===== src/rtl/seq_divider_if.sv =====
// seq_divider_if: start/done handshake and operand/result bus for seq_divider.
//   master : drives start, dividend, divisor; observes busy, done, quotient,
//            remainder, div_by_zero (datapath controller side)
//   slave  : the divider itself
// Parameter WIDTH must match the WIDTH of the connected seq_divider.
interface seq_divider_if #(
  parameter int unsigned WIDTH = 8
);
  logic             start;
  logic [WIDTH-1:0] dividend;
  logic [WIDTH-1:0] divisor;
  logic             busy;
  logic             done;
  logic [WIDTH-1:0] quotient;
  logic [WIDTH-1:0] remainder;
  logic             div_by_zero;

  modport master (
    output start, dividend, divisor,
    input  busy, done, quotient, remainder, div_by_zero
  );

  modport slave (
    input  start, dividend, divisor,
    output busy, done, quotient, remainder, div_by_zero
  );
endinterface


===== src/rtl/seq_divider.sv =====
// seq_divider: sequential restoring shift-subtract divider, one quotient bit
// per clock, with divide-by-zero detection and a start/done handshake.
//   clock    : rising-edge clock
//   reset_n  : synchronous active-low reset
//   bus      : seq_divider_if.slave
//     start (in)          launch request, sampled only in IDLE
//     dividend/divisor    operands, sampled on the accepting edge
//     busy (out)          high from accept until done deasserts
//     done (out)          one-cycle completion pulse
//     quotient/remainder  results, held until the next accept
//     div_by_zero (out)   set with done when divisor was 0
// Optional: define SEQ_DIVIDER_SIGNED_EN for two's complement operands
// (magnitude division with sign fix-up on the FIN edge, truncation to zero).
module seq_divider #(
  parameter int unsigned WIDTH = 8
) (
  input  logic        clock,
  input  logic        reset_n,
  seq_divider_if.slave bus
);
  localparam int unsigned CNT_W = $clog2(WIDTH) + 1;

  typedef enum logic [1:0] {IDLE, CALC, FIN} state_t;

  state_t             state_q;
  logic [CNT_W-1:0]   cnt_q;
  logic [WIDTH-1:0]   rem_q, quo_q, dvs_q;
  logic               zero_q;
  logic               busy_q, done_q, dbz_q;
  logic [WIDTH-1:0]   quotient_q, remainder_q;

  logic [WIDTH:0]     shifted, trial;
  logic [WIDTH-1:0]   rem_d, quo_d;
  logic [WIDTH-1:0]   dvd_mag, dvs_mag;
  logic [WIDTH-1:0]   quo_fix, rem_fix;

`ifdef SEQ_DIVIDER_SIGNED_EN
  logic qneg_q, rneg_q;

  always_comb begin
    dvd_mag = bus.dividend[WIDTH-1] ? -bus.dividend : bus.dividend;
    dvs_mag = bus.divisor[WIDTH-1]  ? -bus.divisor  : bus.divisor;
    quo_fix = qneg_q ? -quo_q : quo_q;
    rem_fix = rneg_q ? -rem_q : rem_q;
  end
`else
  always_comb begin
    dvd_mag = bus.dividend;
    dvs_mag = bus.divisor;
    quo_fix = quo_q;
    rem_fix = rem_q;
  end
`endif

  // One restoring step. The partial remainder is always below the divisor, so
  // the trial result fits in WIDTH bits when non-negative and bit WIDTH is a
  // reliable borrow flag.
  always_comb begin
    shifted = {rem_q, quo_q[WIDTH-1]};
    trial   = shifted - {1'b0, dvs_q};
    if (!trial[WIDTH]) begin
      rem_d = trial[WIDTH-1:0];
      quo_d = {quo_q[WIDTH-2:0], 1'b1};
    end else begin
      rem_d = shifted[WIDTH-1:0];
      quo_d = {quo_q[WIDTH-2:0], 1'b0};
    end
  end

  always_ff @(posedge clock) begin
    if (!reset_n) begin
      state_q     <= IDLE;
      cnt_q       <= '0;
      rem_q       <= '0;
      quo_q       <= '0;
      dvs_q       <= '0;
      zero_q      <= 1'b0;
      busy_q      <= 1'b0;
      done_q      <= 1'b0;
      dbz_q       <= 1'b0;
      quotient_q  <= '0;
      remainder_q <= '0;
`ifdef SEQ_DIVIDER_SIGNED_EN
      qneg_q      <= 1'b0;
      rneg_q      <= 1'b0;
`endif
    end else begin
      case (state_q)
        IDLE: begin
          if (bus.start) begin
            busy_q <= 1'b1;
            dbz_q  <= 1'b0;
            dvs_q  <= dvs_mag;
            if (bus.divisor == '0) begin
              // Preload the fixed divide-by-zero result; sign flags cleared so
              // FIN passes it through untouched.
              rem_q   <= bus.dividend;
              quo_q   <= '1;
              zero_q  <= 1'b1;
              cnt_q   <= '0;
`ifdef SEQ_DIVIDER_SIGNED_EN
              qneg_q  <= 1'b0;
              rneg_q  <= 1'b0;
`endif
              state_q <= FIN;
            end else begin
              rem_q   <= '0;
              quo_q   <= dvd_mag;
              zero_q  <= 1'b0;
              cnt_q   <= CNT_W'(WIDTH);
`ifdef SEQ_DIVIDER_SIGNED_EN
              qneg_q  <= bus.dividend[WIDTH-1] ^ bus.divisor[WIDTH-1];
              rneg_q  <= bus.dividend[WIDTH-1];
`endif
              state_q <= CALC;
            end
          end
        end
        CALC: begin
          rem_q <= rem_d;
          quo_q <= quo_d;
          cnt_q <= cnt_q - 1'b1;
          if (cnt_q == CNT_W'(1)) state_q <= FIN;
        end
        FIN: begin
          // First FIN edge publishes results, second returns to IDLE.
          if (!done_q) begin
            quotient_q  <= quo_fix;
            remainder_q <= rem_fix;
            dbz_q       <= zero_q;
            done_q      <= 1'b1;
          end else begin
            done_q  <= 1'b0;
            busy_q  <= 1'b0;
            state_q <= IDLE;
          end
        end
        default: state_q <= IDLE;
      endcase
    end
  end

  assign bus.busy        = busy_q;
  assign bus.done        = done_q;
  assign bus.quotient    = quotient_q;
  assign bus.remainder   = remainder_q;
  assign bus.div_by_zero = dbz_q;
endmodule


===== src/flat_wrapper.sv =====
// flat-port wrapper written by rule: the top's interface ports become plain ports
module seq_divider_flat 
#(
  parameter int unsigned WIDTH = 8
)
  (clock, reset_n, bus_start, bus_dividend, bus_divisor, bus_busy, bus_done, bus_quotient, bus_remainder, bus_div_by_zero);
  seq_divider_if #(.WIDTH(WIDTH)) bus_i ();
  input  logic clock;
  input  logic reset_n;
  input wire logic [$bits(bus_i.start)-1:0] bus_start;
  input wire logic [$bits(bus_i.dividend)-1:0] bus_dividend;
  input wire logic [$bits(bus_i.divisor)-1:0] bus_divisor;
  output wire logic [$bits(bus_i.busy)-1:0] bus_busy;
  output wire logic [$bits(bus_i.done)-1:0] bus_done;
  output wire logic [$bits(bus_i.quotient)-1:0] bus_quotient;
  output wire logic [$bits(bus_i.remainder)-1:0] bus_remainder;
  output wire logic [$bits(bus_i.div_by_zero)-1:0] bus_div_by_zero;
  assign bus_i.start = bus_start;
  assign bus_i.dividend = bus_dividend;
  assign bus_i.divisor = bus_divisor;
  assign bus_busy = bus_i.busy;
  assign bus_done = bus_i.done;
  assign bus_quotient = bus_i.quotient;
  assign bus_remainder = bus_i.remainder;
  assign bus_div_by_zero = bus_i.div_by_zero;
  seq_divider #(.WIDTH(WIDTH)) u_core (.clock(clock), .reset_n(reset_n), .bus(bus_i));
endmodule

===== config.mk =====
export PLATFORM = sky130hd
export DESIGN_NAME = seq_divider_flat
export DESIGN_NICKNAME = d
export VERILOG_FILES = /design/src/rtl/seq_divider_if.sv /design/src/rtl/seq_divider.sv /design/src/flat_wrapper.sv
export SDC_FILE = /design/constraint.sdc
export NUM_CORES = 1
export LEC_CHECK = 0
export CORE_MARGIN = 4
export CORE_UTILIZATION = 45
export DETAILED_ROUTE_END_ITERATION = 8
export PLACE_DENSITY = 0.68
export SLEW_MARGIN = 15
export SYNTH_ARGS = -nofsm -noshare
export SYNTH_HDL_FRONTEND = slang
export SYNTH_SLANG_ARGS = --single-unit

===== constraint.sdc =====
create_clock -name clock -period 3 [get_ports clock]
set_input_delay 0.3 -clock clock [delete_from_list [all_inputs] [get_ports clock]]
set_output_delay 0.3 -clock clock [all_outputs]
set_load 0.02 [all_outputs]

==> results.json <==
{
  "tritoncts": "done",
  "synth_top_area_frac": 0.3970,
  "avgSynthCellArea_um2": 7.978,
  "cp-endpoint": "u_core.rem_fix[5]$_SDFFE_PN0P_",
  "slew_viol_final": 0,
  "async_flop_share": 0,
  "skew_ns": 0.007606,
  "final-hold-violation-count": 0,
  "yosysWarnings": 0,
  "clk-insertion-delay-late_ns": 0.31,
  "synthTopCellsByArea": "dfxtp_1, a21oi_1, nand2_1",
  "fin_crit_ns": 2.671,
  "grt_start_max_net_pins": 29,
  "routed_via_density": 5.400,
  "cp_top_family": "adder cells",
  "worstPathMaxFanout": 11,
  "drt_wl_total_um": 5808,
  "cts_buffer_depth": 2,
  "r2r_setup_slack_ns": 0.33,
  "io_pins": 38,
  "yosysUniqueCellTypes": 51,
  "dr_total_vias": 2257,
  "grt_pass1_vias": 2009,
  "synth_edf_count": 0,
  "p_per_area_nw_per_um2": 569.7,
  "crit_buf_inv": 1,
  "hold_buffers": 0,
  "cts_buffers": 5,
  "root_buffer": "clkbuf_8",
  "crit_start": "u_core.quo_fix[7]$_SDFFE_PN0P_",
  "drive_above_1_share": 0.07184,
  "path_class": "reg -> reg",
  "cp.arrival_ns": 2.90,
  "synth.ff_latch_count": 50,
  "hold_slack_ns": 0.4559,
  "status": "completed",
  "io_buffers": 37,
  "h-tree-depth": 2,
  "synthFlopType": "dfxtp_1",
  "p_leak_nw": 1.053,
  "finalCritPeriodShare": 0.8903,
  "start_kind": "flop",
  "drtIter0Drc": 137,
  "fmax_mhz": 374.4,
  "yosys.area.top_type": "dfxtp_1",
  "path_depth": 9,
  "synth_common_cells": "nand2_1, dfxtp_1, a21oi_1",
  "gp_congestion": 0.8533,
  "tightest_slew_ns": 0.6005,
  "dp_hpwl_um": 4147,
  "slew-limit-headroom": 0.5996,
  "rsz0062_at_grt": "false",
  "r2r_start": "u_core.quo_fix[7]$_SDFFE_PN0P_",
  "rows": 26,
  "die_area_um2": 6864,
  "track_usage": 0.1700,
  "area_growth_pct": 20.20,
  "ys_seq_area_frac": 0.3970,
  "post_cts_buffers": 0,
  "fp.dieH_um": 82.85,
  "core_um2": 5270,
  "worstPathRequired_ns": 3.23,
  "clkTransAtPathRegs_ns": 0.10,
  "slowest_stage": "xor2_2",
  "route.detailed.drc": 0,
  "reg2reg_depth": 9,
  "antenna_found_initial": 0,
  "fillerInstances": 526,
  "cts_resized": 0,
  "initial_core_util": 0.4784,
  "synth_cells": 316,
  "syn_nets": 346,
  "multi_input_area_um2": 1380,
  "regArea_um2": 1001,
  "ant_nets": 0,
  "die_x_um": 82.85,
  "max_stage_delay_ns": 0.47,
  "vdd_drop_max_uv": 246.6,
  "critPathCaptureType": "flop",
  "wl_per_cell_um": 13.89,
  "synth_most_common_cell": "nand2_1",
  "min_path_type": "reg -> reg",
  "min_path_cells": 2,
  "grt_pass1_wl_um": 9694,
  "final.setup.tns_ns": 0,
  "clock-sinks": 50,
  "synth_area_um2": 2521,
  "drtPass1Iterations": 4,
  "r2r-end": "u_core.rem_fix[5]$_SDFFE_PN0P_",
  "layout.nets": 377,
  "n_antenna_cell": 0,
  "path_cells": "inv_1, ha_1, fa_1, and2b_1, o2111ai_2, a31oi_4, xor2_2, mux2i_1, a211oi_1",
  "finalSetupViolations": 0,
  "overflow": 0,
  "drv_cap": 0
}
## worst min path at each step
stage	start	end	slack (ns)
CTS	u_core.bus.remainder[0]$_SDFFE_PN0P_	u_core.bus.remainder[0]$_SDFFE_PN0P_	0.46
global placement	u_core.bus.quotient[2]$_SDFFE_PN0P_	u_core.bus.quotient[2]$_SDFFE_PN0P_	0.44
finish	u_core.bus.remainder[0]$_SDFFE_PN0P_	u_core.bus.remainder[0]$_SDFFE_PN0P_	0.46
floorplan	bus_divisor[2]	u_core.dvs_q[2]$_SDFFE_PN0P_	0.44
detailed placement	u_core.bus.remainder[0]$_SDFFE_PN0P_	u_core.bus.remainder[0]$_SDFFE_PN0P_	0.45
global route	u_core.bus.quotient[3]$_SDFFE_PN0P_	u_core.bus.quotient[3]$_SDFFE_PN0P_	0.48
## tightest hold or removal path: stages (launching register included)
cell and delay [ns]:
dfxtp_1 0.32, nand2_1 0.05, a21oi_1 0.05
## state kept, by name (all words and copies together), names as in the netlist
register and cells:
u_core.dvs_q 8, u_core.bus.remainder 8, u_core.bus.div_by_zero 1, u_core.bus.quotient 8
u_core.cnt_q 4, u_core.bus.done 1, u_core.bus.busy 1, u_core.quo_fix 8
u_core.zero_q 1, u_core.state_q 2, u_core.rem_fix 8
## cells by family (layout without fill, tap and decap cells)
kind of cell | after synthesis | after routing | share of synthesized area
xor gates and xnor gates | 8 | 8 | 0.03077
and+or+nand+nor | 111 | 111 | 0.2000
DFF | 50 | 50 | 0.3970
buffers and inverters | 34 | 66 | 0.05558
muxes | 2 | 2 | 0.007941
AOI/OAI and AO/OA | 100 | 100 | 0.2511
adders and majority gates | 11 | 11 | 0.05757
## cells in the final DEF (no fill, tap or decap), types with 4 or more instances in the layout
cell type / n
o21ai_1: 6
nor2_1: 18
a211oi_1: 5
ha_1: 10
nand2_1: 64
o21ai_0: 13
xnor2_1: 4
clkbuf_8: 5
inv_1: 13
dfxtp_1: 50
clkdlybuf4s50_1: 37
a21oi_1: 48
nand3_1: 4
a22oi_1: 7
buf_4: 6
or3_1: 4
nor3_1: 4
## per-layer routing
metal | global-route usage | share of wire | routed length [µm] | vias to the layer above
li1 | - | - | - | 1167
met1 | 0.2311 | 0.47 | 2715 | 1016
met2 | 0.2719 | 0.46 | 2696 | 67
met3 | 0.03366 | 0.058 | 337 | 7
met4 | 0.05201 | 0.010 | 59 | 0
met5 | 0 | 0 | 0 | -
## power by group
part	total, mW	switching, mW	internal, mW	leakage (nW)
clock	0.398	0.234	0.164	0.0441
sequential	0.769	0.0559	0.713	0.408
combinational	0.559	0.315	0.243	0.601
total	1.73	0.605	1.12	1.05
## through the flow
step	cell area, µm²	setup WS, ns	total power [mW]	cells	util
floorplan	2521	0.6692	1.226	316	-
global placement	2940	0.4385	1.338	410	0.5579
detailed placement	2940	0.3751	1.340	410	0.5579
CTS	3030	0.3292	1.741	418	0.5750
global route	3030	0.1377	1.845	418	0.5750
finish	3030	0.3291	1.726	418	0.5750
## layout make-up
cell class,instances,share of cell area
inverter,15,0.01858
multi-input combinational,232,0.4554
clock buffer,5,0.02271
timing repair buffer,43,0.1371
sequential,50,0.3303
clock inverter,3,0.007019
tap,70,0.02890
(Power assumes the default switching activity.)
